**src/rtl/e203_exu_longp_retire_pkg.sv**
```systemverilog
// ---------------------------------------------------------------------------
// e203_exu_longp_retire_pkg
// Shared widths and helpers for the long-pipe retire sequencer.
//   LP_*       : default widths (tag, OITF depth, XLEN, register index, PC)
//   drain_kind : classifies what the buffered entry must do to leave the block
// ---------------------------------------------------------------------------
package e203_exu_longp_retire_pkg;

    localparam int LP_SRC_NUM    = 2;
    localparam int LP_ITAG_W     = 1;
    localparam int LP_OITF_DEPTH = 1 << LP_ITAG_W;
    localparam int LP_XLEN       = 32;
    localparam int LP_RFIDX_W    = 5;
    localparam int LP_PC_W       = 32;

    typedef enum logic [1:0] {
        DRAIN_IDLE = 2'd0,   // buffer empty
        DRAIN_WBCK = 2'd1,   // register-file write pending
        DRAIN_EXCP = 2'd2,   // exception request pending
        DRAIN_NONE = 2'd3    // nothing to write, retires immediately
    } drain_kind_e;

    // An error always wins over the register write: a faulting instruction
    // must never update the register file.
    function automatic drain_kind_e drain_kind(input logic vld,
                                               input logic err,
                                               input logic rdwen);
        drain_kind_e k;
        if (!vld)       k = DRAIN_IDLE;
        else if (err)   k = DRAIN_EXCP;
        else if (rdwen) k = DRAIN_WBCK;
        else            k = DRAIN_NONE;
        return k;
    endfunction

endpackage

```
**src/rtl/e203_exu_longp_retire_buf.sv**
```systemverilog
// ---------------------------------------------------------------------------
// e203_exu_longp_retire_buf
// One-entry holding stage between the tag-matched source and writeback.
//   clk, rst_n        : clock, asynchronous active-low reset (valid only)
//   set               : load the payload and mark the entry valid
//   clr               : entry has drained; mark it empty
//   ld_*              : payload to capture on set
//   buf_vld, buf_*    : current entry state
// Payload registers have a load enable only; their contents are meaningless
// while buf_vld is low, so they carry no reset.
// ---------------------------------------------------------------------------
module e203_exu_longp_retire_buf
    import e203_exu_longp_retire_pkg::*;
#(
    parameter int XLEN    = LP_XLEN,
    parameter int RFIDX_W = LP_RFIDX_W,
    parameter int PC_W    = LP_PC_W
) (
    input  logic               clk,
    input  logic               rst_n,
    input  logic               set,
    input  logic               clr,
    input  logic [XLEN-1:0]    ld_wdat,
    input  logic [RFIDX_W-1:0] ld_rdidx,
    input  logic               ld_rdwen,
    input  logic               ld_err,
    input  logic [PC_W-1:0]    ld_pc,
    output logic               buf_vld,
    output logic [XLEN-1:0]    buf_wdat,
    output logic [RFIDX_W-1:0] buf_rdidx,
    output logic               buf_rdwen,
    output logic               buf_err,
    output logic [PC_W-1:0]    buf_pc
);

    // set and clr are never high together: a capture requires an empty
    // entry while a drain requires a full one.
    always_ff @(posedge clk or negedge rst_n) begin
        if (!rst_n) begin
            buf_vld <= 1'b0;
        end else if (set) begin
            buf_vld <= 1'b1;
        end else if (clr) begin
            buf_vld <= 1'b0;
        end
    end

    always_ff @(posedge clk) begin
        if (set) begin
            buf_wdat  <= ld_wdat;
            buf_rdidx <= ld_rdidx;
            buf_rdwen <= ld_rdwen;
            buf_err   <= ld_err;
            buf_pc    <= ld_pc;
        end
    end

endmodule

```
**src/rtl/e203_exu_longp_retire.sv**
```systemverilog
// ---------------------------------------------------------------------------
// e203_exu_longp_retire
// In-order retire / writeback sequencer for long-pipe instructions.
//   src_i_*        : per-source completions (valid/ready, tag, data, error)
//   oitf_*         : oldest OITF entry (empty flag, tag, rd index/enable, PC)
//   oitf_ret_ena   : one-cycle pop of the oldest OITF entry
//   wbck_o_*       : register-file write request
//   excp_o_*       : exception request toward commit
//   busy           : holding buffer occupied
// Only the source whose tag equals the OITF retire pointer may hand over its
// result, so completions leave in program order. The OITF entry is popped
// only once the result has actually left, keeping dispatch hazard checks
// conservative.
// ---------------------------------------------------------------------------
module e203_exu_longp_retire
    import e203_exu_longp_retire_pkg::*;
#(
    parameter int SRC_NUM = LP_SRC_NUM,
    parameter int ITAG_W  = LP_ITAG_W,
    parameter int XLEN    = LP_XLEN,
    parameter int RFIDX_W = LP_RFIDX_W,
    parameter int PC_W    = LP_PC_W
) (
    input  logic                      clk,
    input  logic                      rst_n,
    input  logic [SRC_NUM-1:0]        src_i_valid,
    output logic [SRC_NUM-1:0]        src_i_ready,
    input  logic [SRC_NUM*ITAG_W-1:0] src_i_itag,
    input  logic [SRC_NUM*XLEN-1:0]   src_i_wdat,
    input  logic [SRC_NUM-1:0]        src_i_err,
    input  logic                      oitf_empty,
    input  logic [ITAG_W-1:0]         oitf_ret_ptr,
    input  logic [RFIDX_W-1:0]        oitf_ret_rdidx,
    input  logic                      oitf_ret_rdwen,
    input  logic [PC_W-1:0]           oitf_ret_pc,
    output logic                      oitf_ret_ena,
    output logic                      wbck_o_valid,
    input  logic                      wbck_o_ready,
    output logic [XLEN-1:0]           wbck_o_wdat,
    output logic [RFIDX_W-1:0]        wbck_o_rdidx,
    output logic                      excp_o_valid,
    input  logic                      excp_o_ready,
    output logic [PC_W-1:0]           excp_o_pc,
    output logic                      busy
);

    logic               buf_vld;
    logic [XLEN-1:0]    buf_wdat;
    logic [RFIDX_W-1:0] buf_rdidx;
    logic               buf_rdwen;
    logic               buf_err;
    logic [PC_W-1:0]    buf_pc;

    logic [SRC_NUM-1:0] elig;
    logic [XLEN-1:0]    sel_wdat;
    logic               sel_err;
    logic               sel_found;
    logic               cap;
    logic               drain_done;
    drain_kind_e        dk;

    // Tag-match select: a non-matching source simply sees ready low and keeps
    // its completion until its tag becomes the oldest.
    always_comb begin
        elig        = '0;
        src_i_ready = '0;
        sel_wdat    = '0;
        sel_err     = 1'b0;
        sel_found   = 1'b0;
        for (int k = 0; k < SRC_NUM; k++) begin
            elig[k] = src_i_valid[k] & ~oitf_empty & ~buf_vld
                    & (src_i_itag[k*ITAG_W +: ITAG_W] == oitf_ret_ptr);
        end
        for (int k = 0; k < SRC_NUM; k++) begin
            if (!sel_found && elig[k]) begin
                src_i_ready[k] = 1'b1;
                sel_wdat       = src_i_wdat[k*XLEN +: XLEN];
                sel_err        = src_i_err[k];
                sel_found      = 1'b1;
            end
        end
    end

    assign cap = sel_found;

    // ---- capture stage: completion + oldest-entry info into the buffer ----
    e203_exu_longp_retire_buf #(
        .XLEN    (XLEN),
        .RFIDX_W (RFIDX_W),
        .PC_W    (PC_W)
    ) u_buf (
        .clk       (clk),
        .rst_n     (rst_n),
        .set       (cap),
        .clr       (drain_done),
        .ld_wdat   (sel_wdat),
        .ld_rdidx  (oitf_ret_rdidx),
        .ld_rdwen  (oitf_ret_rdwen),
        .ld_err    (sel_err),
        .ld_pc     (oitf_ret_pc),
        .buf_vld   (buf_vld),
        .buf_wdat  (buf_wdat),
        .buf_rdidx (buf_rdidx),
        .buf_rdwen (buf_rdwen),
        .buf_err   (buf_err),
        .buf_pc    (buf_pc)
    );

    // ---- drain stage: writeback / exception / silent retire ----
    assign dk           = drain_kind(buf_vld, buf_err, buf_rdwen);
    assign wbck_o_valid = (dk == DRAIN_WBCK);
    assign excp_o_valid = (dk == DRAIN_EXCP);

    assign drain_done = (wbck_o_valid & wbck_o_ready)
                      | (excp_o_valid & excp_o_ready)
                      | (dk == DRAIN_NONE);

    assign oitf_ret_ena = drain_done;
    assign busy         = buf_vld;

    // Payload is zeroed whenever its valid is low so that reset and idle
    // present clean zeros instead of stale buffer contents.
    assign wbck_o_wdat  = wbck_o_valid ? buf_wdat  : '0;
    assign wbck_o_rdidx = wbck_o_valid ? buf_rdidx : '0;
    assign excp_o_pc    = excp_o_valid ? buf_pc    : '0;

endmodule
```
**config.mk**
```make
export PLATFORM = sky130hd
export DESIGN_NAME = e203_exu_longp_retire
export DESIGN_NICKNAME = d
export VERILOG_FILES = /design/src/rtl/e203_exu_longp_retire_pkg.sv /design/src/rtl/e203_exu_longp_retire_buf.sv /design/src/rtl/e203_exu_longp_retire.sv
export SDC_FILE = /design/constraint.sdc
export NUM_CORES = 1
export LEC_CHECK = 0
export ABC_CLOCK_PERIOD_IN_PS = 3840
export BUFFER_PORTS_ARGS = -buffer_cell sky130_fd_sc_hd__buf_4
export CAP_MARGIN = 20
export CORE_MARGIN = 3
export CORE_UTILIZATION = 45
export CTS_BUF_LIST = sky130_fd_sc_hd__clkbuf_16
export DETAILED_ROUTE_END_ITERATION = 8
export PLACE_DENSITY = 0.81
export SLEW_MARGIN = 10
export SYNTH_ARGS = -nofsm -noshare
export SYNTH_HDL_FRONTEND = slang
export SYNTH_SLANG_ARGS = --single-unit
```
**constraint.sdc**
```tcl
create_clock -name clk -period 3.84 [get_ports clk]
set_input_delay 1.152 -clock clk [delete_from_list [all_inputs] [get_ports clk]]
set_output_delay 1.152 -clock clk [all_outputs]
set_load 0.02 [all_outputs]
```
; ---- Yosys cells after proc, flatten, opt, wreduce, memory -nomap -nowiden
; Index checks and enable logic that the tools add are counted.
[classes]
n_eq_ne = 5
n_mux = 15
bitwise_logic = 12
reduce_logical = 3
[ops]
columns = cell, count
row1 = $mux 32, 4
row2 = $and 1x1->1, 8
row3 = $mux 1, 7
row4 = $mux 2, 3
row5 = $mux 5, 1
row6 = $eq 2x2->1 const B, 2
row7 = $eq 1x1->1, 2
row8 = $eq 2x1->1 const B, 1
row9 = $not 1->1, 2
row10 = $or 1x1->1, 2
row11 = $reduce_bool 2->1, 1
row12 = $logic_and 1x1->1, 1
row13 = $logic_not 1->1, 1
[word_totals]
ff_bits = 72
input_bits = 114
out_inout_bits = 75
word_cells = 41

; ---- Longest topological paths before layout
[logic_depth]
depth_word = 9
mapped_depth = 5
depth_no_buf = 4

; ---- Cells and area by module
; From an unflattened synthesis, not the netlist that was laid out.
[unflattened]
cells_unflattened = 283
hier_area_um2 = 3562.2
[by_module_without_submodules]
columns = mod, instances, cells_each, area_per_inst_um2, seq_area_each_um2
row1 = e203_exu_longp_retire_buf, 1, 74, 2168.3, 2157.1
row2 = e203_exu_longp_retire, 1, 209, 1393.8, 0.0

; ---- Worst setup path after synthesis
; Ideal clock, no wire load.
[synth_timing]
path_kind = input to register
from = input port oitf_empty
to = register u_buf.buf_err, enable pin
setup_ns = 0.431
arrival_ns = 3.252
t_required_ns = 3.409
setup_slack_ns = 0.157
stages = 4
n_path_buf = 1
cell_sequence = nor2_4 -> nand3_2 -> buf_2 -> nand2_1
[synth_via]
elab_chain_len = 8
elab_cells_between_ends = 11
cone_classes = mux: 2 / bitwise: 7 / reduce/logical: 2
[synth_rtl]
columns = item, line
row1 = start: declaration, e203_exu_longp_retire.sv:31  ; input logic oitf_empty,
row2 = $not 1->1 (*), e203_exu_longp_retire.sv:71  ; elig[k] = src_i_valid[k] & ~oitf_empty & ~buf_vld
row3 = $and 1x1->1 (2 in series), e203_exu_longp_retire.sv:71
row4 = $and 1x1->1, e203_exu_longp_retire.sv:72  ; & (src_i_itag[k*ITAG_W +: ITAG_W] == oitf_ret_ptr);
row5 = $mux 1, e203_exu_longp_retire.sv:75  ; if (!sel_found && elig[k]) begin
row6 = $logic_not 1->1, e203_exu_longp_retire.sv:75
row7 = $logic_and 1x1->1, e203_exu_longp_retire.sv:75
row8 = $mux 1 (*), e203_exu_longp_retire.sv:75
row9 = via cap, e203_exu_longp_retire.sv:58  ; logic cap;
row10 = end signal: assignment, e203_exu_longp_retire_buf.sv:53  ; buf_err <= ld_err;
row11 = end: declaration, e203_exu_longp_retire_buf.sv:32  ; output logic buf_err,
; Mark *: on every way through the listed nets, which the timed path passes. The rest lies on a longest branch.
; A chain may end at the register's enable or synchronous reset.

; ---- Worst setup path after layout
[layout_timing]
from = input port oitf_empty
to = output port src_i_ready[1]
[layout_via]
elab_chain_len = 8
elab_cells_between_ends = 11
cone_classes = mux: 2 / bitwise: 7 / reduce/logical: 2
[layout_rtl]
columns = item, line
row1 = $not 1->1 (*), e203_exu_longp_retire.sv:71
row2 = $and 1x1->1 (2 in series), e203_exu_longp_retire.sv:71
row3 = $and 1x1->1, e203_exu_longp_retire.sv:72
row4 = $mux 1, e203_exu_longp_retire.sv:75
row5 = $logic_not 1->1, e203_exu_longp_retire.sv:75
row6 = $logic_and 1x1->1 (*), e203_exu_longp_retire.sv:75
row7 = $mux 1 (*), e203_exu_longp_retire.sv:75
row8 = end: declaration, e203_exu_longp_retire.sv:27  ; output logic [SRC_NUM-1:0] src_i_ready,
; Mark *: on every way between the ends. The rest lies on a longest branch, timed or not.

==> flow_metrics.tcl <==
set metrics [dict create \
    status "completed" \
    clock_skew_ns 0.00450 \
    synth_edf_count 71 \
    power_density_nw_per_um2 488 \
    htree_levels 3 \
    pwr-share-seq 0.383 \
    r2r_cells 5 \
    synth_top_family_by_area "simple AND/OR/NAND/NOR gates" \
    drc 0 \
    rsz0062_at_grt "false" \
    maxClockFrequency_ghz 0.312 \
    vias_per_cell 5.15 \
    ir_worst_vdd_mv 0.293 \
    critPathMaxStageDelay_ns 0.28 \
    grt_max_degree 41 \
    yosys.area_share.adder 0 \
    avgSynthCellArea_um2 12.7 \
    ys_seq_area_frac 0.605 \
    startpoint_type "input port" \
    synth_simple_gate_area_frac 0.200 \
    ys_types 25 \
    leakage_nw 2.51 \
    finalCritPeriodShare 0.834 \
    first_global_vias 2776 \
    wire_per_inst_um 16.6 \
    netSwitchingFraction 0.291 \
    synth_xor_area_frac 0.00702 \
    slew_headroom 0.647 \
    arrival_ns 2.05 \
    cts_setup_buffers 0 \
    dieArea_um2 9030 \
    cts_tree "built" \
    r2r-start "u_buf.buf_vld" \
    combPwrFrac 0.288 \
    nets 576 \
    grt_antenna_before_repair 0 \
    insertion_delay_ns 0.32 \
    tightest_slew_ns 0.529 \
    placementRows 31 \
    io_buffers 188 \
    hold_path_class "in -> async" \
    yosys_warnings 0 \
    reg2reg_to "u_buf.buf_pc[22]" \
    die_y_um 95 \
    ctsHoldBuffers 0 \
    reg2reg_slack_ns 1.72 \
    syn_inst 281 \
    fin_crit_ns 3.20 \
    cts_sinks 72 \
    vias 2915 \
    area_growth_pct 50.3 \
    synth_fp_nets 395 \
    worst_hold_slack_ns 0.604 \
    ys.flop_type "edfxtp_1" \
    cp-startpoint "oitf_empty" \
    ys_seq_elements 72 \
    grt_overflow 0 \
    io_pins 189 \
    dieWidth_um 95 \
    cpMostUsedCell "buf_4" \
    grt_pass1_wl_um 13900 \
    drt-total-wl_um 9420 \
    post_cts_resize_count 0 \
    crit_buf_inv 3 \
    setup.worst_path.class "in -> out" \
    clock_power_share 0.328 \
    cts-root-buf "clkbuf_16" \
    endpoint "src_i_ready[1]" \
    drive_gt1_frac 0.529 \
    dr.first_iter.drc_count 80 \
    internal-power_mw 1.85 \
    maxCapViolCount 0 \
    syn-cell-area_um2 3560 \
    place_hpwl_um 7040 \
    synthMuxAreaShare 0 \
    required_ns 2.69 \
    cts.path.max_buffers 2 \
    clk_pin_slew_ns 0.05 \
    crit_family "simple AND/OR/NAND/NOR gates" \
    p_switching_mw 0.761 \
    crit_cells 6 \
    crit_path_top_delay_cell "nor2_4" \
    setup_viol_count_final 0 \
    tns_ns 0 \
    cp_max_fo 13 \
    gp_congestion 0.772 \
    first_pass_iters 4 \
    crit_chain "buf_4, nor2_4, nand3_2, inv_2, nor2_1, buf_4" \
    grt.total_usage 0.205 \
    start_util 0.476 \
    synth_async_sr_flop_share 0.0139 \
    core_um2 7490 \
    hold_violations 0 \
    cts_buffers 9 \
    diodes 0 \
    slew_violations 0 \
    endpoint_kind "primary output" \
    ant_nets 0 \
    synth-compound-area-share 0.111 \
]
[per-stage QoR]
stage | worst slack [ns] | std cells | util | cell area [um2] | power, mW
detailed placement | 0.616 | 550 | 0.674 | 5040 | 1.78
global placement | 0.655 | 550 | 0.674 | 5040 | 1.76
global route | 0.544 | 566 | 0.716 | 5360 | 2.73
floorplan | 0.157 | 281 | - | 3560 | 1.45
finish | 0.639 | 566 | 0.716 | 5360 | 2.61
CTS | 0.614 | 566 | 0.716 | 5360 | 2.63
[worst register-to-register path, stage by stage, from the launching register on]
cell     delay (ns)
dfrtp_1        0.38
buf_4          0.23
nor2_4         0.30
nand3_2        0.19
nand2_4        0.38
buf_12         0.30
[synthesized netlist by cell type, types with 2 or more instances]
| cell | n | share of area |
|---|---|---|
| and2_1 | 38 | 0.067 |
| and3_1 | 32 | 0.056 |
| buf_2 | 2 | 0.0028 |
| buf_4 | 5 | 0.011 |
| buf_6 | 3 | 0.0095 |
| clkbuf_1 | 15 | 0.016 |
| edfxtp_1 | 71 | 0.60 |
| inv_1 | 33 | 0.035 |
| inv_2 | 2 | 0.0021 |
| nand3_2 | 2 | 0.0056 |
| nand4_1 | 33 | 0.058 |
| o31ai_1 | 5 | 0.011 |
| o31ai_2 | 28 | 0.098 |
[cells by family after synthesis]
group           count (synthesis)
simple gates                  112
flops                          72
buf+inv                        61
compound gates                 34
xor+xnor                        2
[per-layer routing]
layer  share of wire  global-route usage  vias to the layer above
li1                -                   -                     1397
met2            0.50               0.351                      155
met4           0.011              0.0589                        0
met1            0.39               0.247                     1353
met5               0                   0                        -
met3           0.099              0.0653                       10
[cell usage in the layout (no fill, tap or decap), drive strengths merged]
| master | count |
|---|---|
| o211ai | 1 |
| nor3b | 2 |
| clkinv | 4 |
| dfrtp | 1 |
| nand3 | 2 |
| and2 | 38 |
| nor3 | 1 |
| nor2 | 2 |
| nor2b | 1 |
| nand2 | 1 |
| inv | 36 |
| clkbuf | 9 |
| bufinv | 2 |
| and3 | 32 |
| xnor2 | 2 |
| buf | 196 |
| edfxtp | 71 |
| nand4 | 33 |
| o31ai | 33 |
[how the worst min path moves through the flow]
stage                     slack (ns)             to          start  depth (start not counted)
final                           0.60  u_buf.buf_vld          rst_n                          1
after global routing            0.59  u_buf.buf_vld          rst_n                          1
after CTS                       0.60  u_buf.buf_vld          rst_n                          1
after detailed placement        0.62  u_buf.buf_vld  u_buf.buf_vld                          2
after global placement          0.65  u_buf.buf_vld  u_buf.buf_vld                          2
after floorplan                 0.78  u_buf.buf_vld  u_buf.buf_vld                          2
[power by group through the flow]
stage / sequential, mW / clock [mW] / combinational (mW)
after floorplan: 1.03 / 0 / 0.413
after global placement: 1.01 / 0 / 0.751
after detailed placement: 1.02 / 0 / 0.760
after CTS: 1.00 / 0.870 / 0.762
after global routing: 1.01 / 0.905 / 0.815
final: 1.00 / 0.858 / 0.754
[flip-flops by register name (all words and copies together), names as in the netlist]
signal / flops
u_buf.buf_pc: 32
u_buf.buf_wdat: 32
u_buf.buf_rdidx: 5
u_buf.buf_err: 1
u_buf.buf_rdwen: 1
u_buf.buf_vld: 1
[cell type report]
class / count / area (um2)
Clock buffer: 9 / 225
Clock inverter: 7 / 87.6
Fill cell: 514 / 2130
Inverter: 35 / 131
Multi-Input combinational cell: 148 / 1150
Sequential cell: 72 / 2160
Tap cell: 99 / 124
Timing Repair Buffer: 196 / 1480
Note: power is estimated with default switching activity, not from simulation.
